### config.mk
export PLATFORM = sky130hd
export DESIGN_NAME = cra_next_adr
export DESIGN_NICKNAME = d
export VERILOG_FILES = /design/src/rtl/cra_next_adr.sv
export SDC_FILE = /design/constraint.sdc
export NUM_CORES = 1
export LEC_CHECK = 0
export BUFFER_PORTS_ARGS = -buffer_cell sky130_fd_sc_hd__buf_2
export CAP_MARGIN = 20
export CORE_MARGIN = 2
export CORE_UTILIZATION = 55
export CTS_BUF_LIST = sky130_fd_sc_hd__clkbuf_16
export CTS_CLUSTER_DIAMETER = 200
export DETAILED_ROUTE_END_ITERATION = 8
export PLACE_DENSITY = 0.74
export SLEW_MARGIN = 30
export SYNTH_ARGS = -nofsm -noshare
export SYNTH_HDL_FRONTEND = slang
export SYNTH_SLANG_ARGS = --single-unit
### constraint.sdc
create_clock -name eboxClk -period 9.1 [get_ports eboxClk]
set_input_delay 2.275 -clock eboxClk [delete_from_list [all_inputs] [get_ports eboxClk]]
set_output_delay 2.275 -clock eboxClk [all_outputs]
set_load 0.005 [all_outputs]
### src/rtl/cra_next_adr.sv
`default_nettype none
// ============================================================================
// Module      : cra_next_adr
// Description : Microcode next-address sequencer. It selects the dispatch
//               base, applies the skip, and maintains the call/return stack.
// Revision    : 1.0 - initial release
// ============================================================================
module cra_next_adr #(
    parameter int ADDR_W      = 11,
    parameter int STACK_DEPTH = 16
) (
    input  logic              eboxClk,
    input  logic              eboxReset_n,
    input  logic [ADDR_W-1:0] cramJ,
    input  logic [4:0]        cramDisp,
    input  logic              cramCall,
    input  logic              skipEn,
    input  logic              skipTaken,
    input  logic [ADDR_W-1:0] dispData,
    input  logic              hold,
    input  logic              conLoad,
    input  logic [ADDR_W-1:0] conAdr,
    output logic [ADDR_W-1:0] CRADR,
    output logic [4:0]        stackDepth,
    output logic              stackOvf,
    output logic              stackUnf
);

    localparam logic [4:0] c_DISP_RETURN = 5'o01;
    localparam logic [4:0] c_DISP_OR4    = 5'o02;
    localparam logic [4:0] c_DISP_OR8    = 5'o03;
    localparam logic [4:0] c_DISP_JUMP   = 5'o04;
    localparam int         c_IDX_W       = (STACK_DEPTH > 1) ? $clog2(STACK_DEPTH) : 1;
    localparam logic [4:0] c_FULL        = 5'(STACK_DEPTH);

    logic [ADDR_W-1:0]  r_cradr;
    logic [4:0]         r_depth;
    logic               r_ovf;
    logic               r_unf;
    logic [ADDR_W-1:0]  r_stack [STACK_DEPTH];

    logic               w_ret;
    logic [c_IDX_W-1:0] w_top_idx;
    logic [c_IDX_W-1:0] w_wr_idx;
    logic [ADDR_W-1:0]  w_top;
    logic [ADDR_W-1:0]  w_base;
    logic [ADDR_W-1:0]  w_next_adr;
    logic [4:0]         w_pop_depth;
    logic [4:0]         w_next_depth;
    logic               w_unf_evt;
    logic               w_full;
    logic               w_push;
    logic               w_ovf_evt;
    logic               w_advance;

    assign w_ret     = (cramDisp == c_DISP_RETURN);
    assign w_top_idx = c_IDX_W'(r_depth - 5'd1);
    assign w_top     = (r_depth != 5'd0) ? r_stack[w_top_idx] : '0;
    assign w_advance = !conLoad && !hold;

    always_comb begin
        w_base = cramJ;
        case (cramDisp)
            c_DISP_RETURN: w_base = w_top | cramJ;
            c_DISP_OR4:    w_base = cramJ | {{(ADDR_W-4){1'b0}}, dispData[3:0]};
            c_DISP_OR8:    w_base = cramJ | {{(ADDR_W-8){1'b0}}, dispData[7:0]};
            c_DISP_JUMP:   w_base = dispData;
            default:       w_base = cramJ;
        endcase
        w_next_adr = w_base | {{(ADDR_W-1){1'b0}}, skipEn & skipTaken};
    end

    // The pop is resolved first so a call in the same cycle reuses the freed slot.
    always_comb begin
        w_pop_depth  = (w_ret && (r_depth != 5'd0)) ? (r_depth - 5'd1) : r_depth;
        w_unf_evt    = w_ret && (r_depth == 5'd0);
        w_full       = (w_pop_depth == c_FULL);
        w_push       = cramCall && !w_full;
        w_ovf_evt    = cramCall && w_full;
        w_next_depth = w_push ? (w_pop_depth + 5'd1) : w_pop_depth;
        w_wr_idx     = w_pop_depth[c_IDX_W-1:0];
    end

    always_ff @(posedge eboxClk or negedge eboxReset_n) begin
        if (!eboxReset_n) begin
            r_cradr <= '0;
            r_depth <= 5'd0;
            r_ovf   <= 1'b0;
            r_unf   <= 1'b0;
        end else if (conLoad) begin
            r_cradr <= conAdr;
            r_depth <= 5'd0;
            r_ovf   <= 1'b0;
            r_unf   <= 1'b0;
        end else if (!hold) begin
            r_cradr <= w_next_adr;
            r_depth <= w_next_depth;
            r_ovf   <= r_ovf | w_ovf_evt;
            r_unf   <= r_unf | w_unf_evt;
        end
    end

    always_ff @(posedge eboxClk) begin
        if (eboxReset_n && w_advance && w_push) begin
            r_stack[w_wr_idx] <= r_cradr;
        end
    end

    assign CRADR      = r_cradr;
    assign stackDepth = r_depth;
    assign stackOvf   = r_ovf;
    assign stackUnf   = r_unf;

endmodule
`default_nettype wire
==> metrics.csv <==
stage;metric;value;unit
clocking;clk_pin_slew;0.07;ns
sta;rsz0062_at_grt;no;
hold_path;worstHoldStart;stackUnf;
place;pre_cts_ws;2.66;ns
route;highest_layer;met4;
global_routing;antenna_found_initial;0;
clocking;clock-sinks;194;
sta;relSlewSlack;0.372;
sta;hold-worst-slack;0.519;ns
route;drt_iter0_drc;744;
final_layout;fin_nets;603;
worst_setup_path;critical_path_class;in -> reg;
route;drc_errors;0;
run;cap_violations;0;
global_routing;track_usage;0.257;
clocking;clock_tree.root_cell;clkbuf_16;
clocking;cts_resized;0;
final_layout;instances_no_fill;749;
worst_setup_path;cp.required;9.16;ns
yosys;synth_edf_count;176;
sta;hold_viol_final;0;
final_layout;num_antenna_cells;0;
clocking;cts_tree;done;
clocking;h-tree-depth;4;
die;core_area;14600;um2
hold_path;holdPathEnd;stackUnf;
yosys;synth_ff_type;edfxtp_1;
place;place_area;8750;um2
worst_setup_path;r2r-end;r_stack[6][3];
sta;finalSetupViolCount;0;
hold_path;hp-class;reg -> reg;
route;routedLengthMet1;8.54;mm
yosys;syn_nets;542;
clocking;cts_setup_buffers;0;
sta;fin_crit_sh;0.666;
yosys;synth.distinct_cells;52;
global_routing;grt_first_pass_wirelength;29.9;mm
clocking;cts_buffer_depth;2;
worst_setup_path;cp-end-kind;flip-flop;
place;placed_cells;716;
worst_setup_path;r2r_slack;3.91;ns
global_routing;grt_pass1_vias;4731;
route;first_pass_iters;5;
die;start_util;0.568;
route;wl_met2;9.06;mm
final_layout;post-route-util;0.641;
sta;post-route-min-period;6.06;ns
route;wirelength;19.8;mm
global_routing;grt_max_degree;52;
sta;fin_setup_tns;0;ns
die;io_pins;63;
final_layout;synthToLayoutAreaGrowth;13.0;%
sta;finalClockSkew;0.0111;ns
place;gp_congestion;0.933;
yosys;synth_area;8310;um2
final_layout;layout-drive-gt1-share;0.274;
pwr;powerDensity;204;nW/um2
sta;final.setup.worst_slack;3.04;ns
run_status;outcome;finished clean;
die;dieArea;16100;um2
clocking;ctsHoldBuffers;0;
worst_setup_path;worstPathMaxFanout;11;
yosys;synthCells;491;
worst_setup_path;arrival;6.11;ns
final_layout;fillCellCount;1008;
route;via_count;5000;
yosys;synth_warnings;0;
pwr;ir_drop;0.000127;V
global_routing;globalRouteOverflowTotal;0;
route;wl_met3;1.74;mm
yosys;postSynthAreaPerCell;16.9;um2
route;via_per_inst;6.68;
yosys;synth-seq-cells;194;
worst_setup_path;rr_startpoint;stackDepth[0];
yosys;async_flop_share;0.0928;
hold_path;holdPathStages;2;
place;dp_hpwl;12.8;mm
route;antenna_left;0;
final_layout;layout_commonest_cell;edfxtp_1;
yosys;synth-seq-area-share;0.690;
worst_setup_path;reg2reg_depth;16;
clocking;numCtsBuffers;17;
place;io_buffer_count;62;
sta;slew_violations;0;
sta;max_freq;165;MHz
pwr;p_total;1.92;mW
die;fp.dieW;127;um
route;wl_per_cell;26.4;um
worst_setup_path;cp-start-kind;primary input;
sta;worst_pin_slew;0.938;ns
die;fp-row-count;44;
die;fp.dieH;127;um
final_layout;final_area;9390;um2
final_layout;layout_common_cells;edfxtp_1, buf_2, nand2_1, mux4_2, a21oi_1;
clocking;insertion_delay;0.44;ns
pwr;power_leakage;3.13;nW
registers in the layout, summed over array words and instances (netlist names):
register / cells
r_stack: 176
CRADR: 11
stackUnf: 1
stackOvf: 1
stackDepth: 5
kinds of logic (layout without fill, tap and decap cells):
logic type / count (synthesis) / count (layout) / share of synthesized area
adder cells (fa/ha/maj): 6 / 6 / 0.00903
flip-flops: 194 / 194 / 0.690
XOR/XNOR: 7 / 7 / 0.00738
multiplexers: 53 / 53 / 0.141
buffers and inverters: 33 / 107 / 0.0208
AO/OA/AOI/OAI: 79 / 79 / 0.0599
AND/OR/NAND/NOR: 119 / 119 / 0.0715
synthesized netlist by cell type (2+ instances only):
library cell	number	share of area
edfxtp_1	176	0.64
nand2_1	43	0.019
mux4_2	36	0.098
nor2_1	30	0.014
a21oi_1	29	0.017
o21ai_0	22	0.013
dfrtp_1	18	0.054
mux4_1	12	0.038
clkbuf_1	10	0.0045
nor3_1	10	0.0060
inv_1	9	0.0041
buf_2	8	0.0048
ha_1	6	0.0090
nand3_1	6	0.0036
mux2i_1	5	0.0060
o22ai_1	5	0.0038
a221oi_1	4	0.0042
a222oi_1	4	0.0048
buf_4	4	0.0036
or3_1	4	0.0030
xnor2_1	4	0.0042
a221o_1	3	0.0036
nand2b_1	3	0.0023
nor4b_1	3	0.0032
xor2_1	3	0.0032
a211oi_1	2	0.0018
and3_1	2	0.0015
nor2b_1	2	0.0015
nor4_1	2	0.0015
nor4b_2	2	0.0036
o32ai_1	2	0.0021
or2_2	2	0.0015
routing by layer:
metal	vias to the layer above	track usage
met3	31	0.0561
li1	2106	-
met2	318	0.380
met1	2545	0.387
met4	0	0.0905
met5	-	0
critical path: stages:
cell,delay (ns)
buf_2,0.12
or4b_4,0.57
nor3_2,0.56
xnor2_1,0.25
inv_1,0.11
ha_1,0.25
nand2_1,0.07
a21oi_1,0.04
a41oi_1,0.38
a21oi_2,0.13
nor2b_2,0.28
o21ai_0,0.31
nor2_1,0.76
area by class of cell:
type,count,area (um2),share of cell area
clock buffers,17,425,0.0453
well taps,184,230,0.0245
clock inverters,15,175,0.0186
repair buffers,66,360,0.0384
inverters,9,33.8,0.00360
flip-flops and latches,194,5740,0.611
multi-input cells,264,2430,0.259
report_power, final:
| group | internal, mW | leakage [nW] | switching (mW) |
|---|---|---|---|
| combinational | 0.0641 | 1.03 | 0.0763 |
| clock | 0.414 | 0.288 | 0.337 |
| sequential | 0.990 | 1.81 | 0.0346 |
how the worst max path moves through the flow:
stage,start,end,slack [ns],cells past startpoint
after global routing,cramDisp[4],r_stack[6][7],2.72,13
after CTS,cramDisp[4],r_stack[4][3],3.08,13
after detailed placement,cramDisp[4],r_stack[4][9],2.66,13
after global placement,cramDisp[4],r_stack[6][8],2.85,13
final,cramDisp[4],r_stack[6][3],3.04,13
after floorplan,cramDisp[4],r_stack[5][0],3.49,13
(Power assumes the default switching activity.)
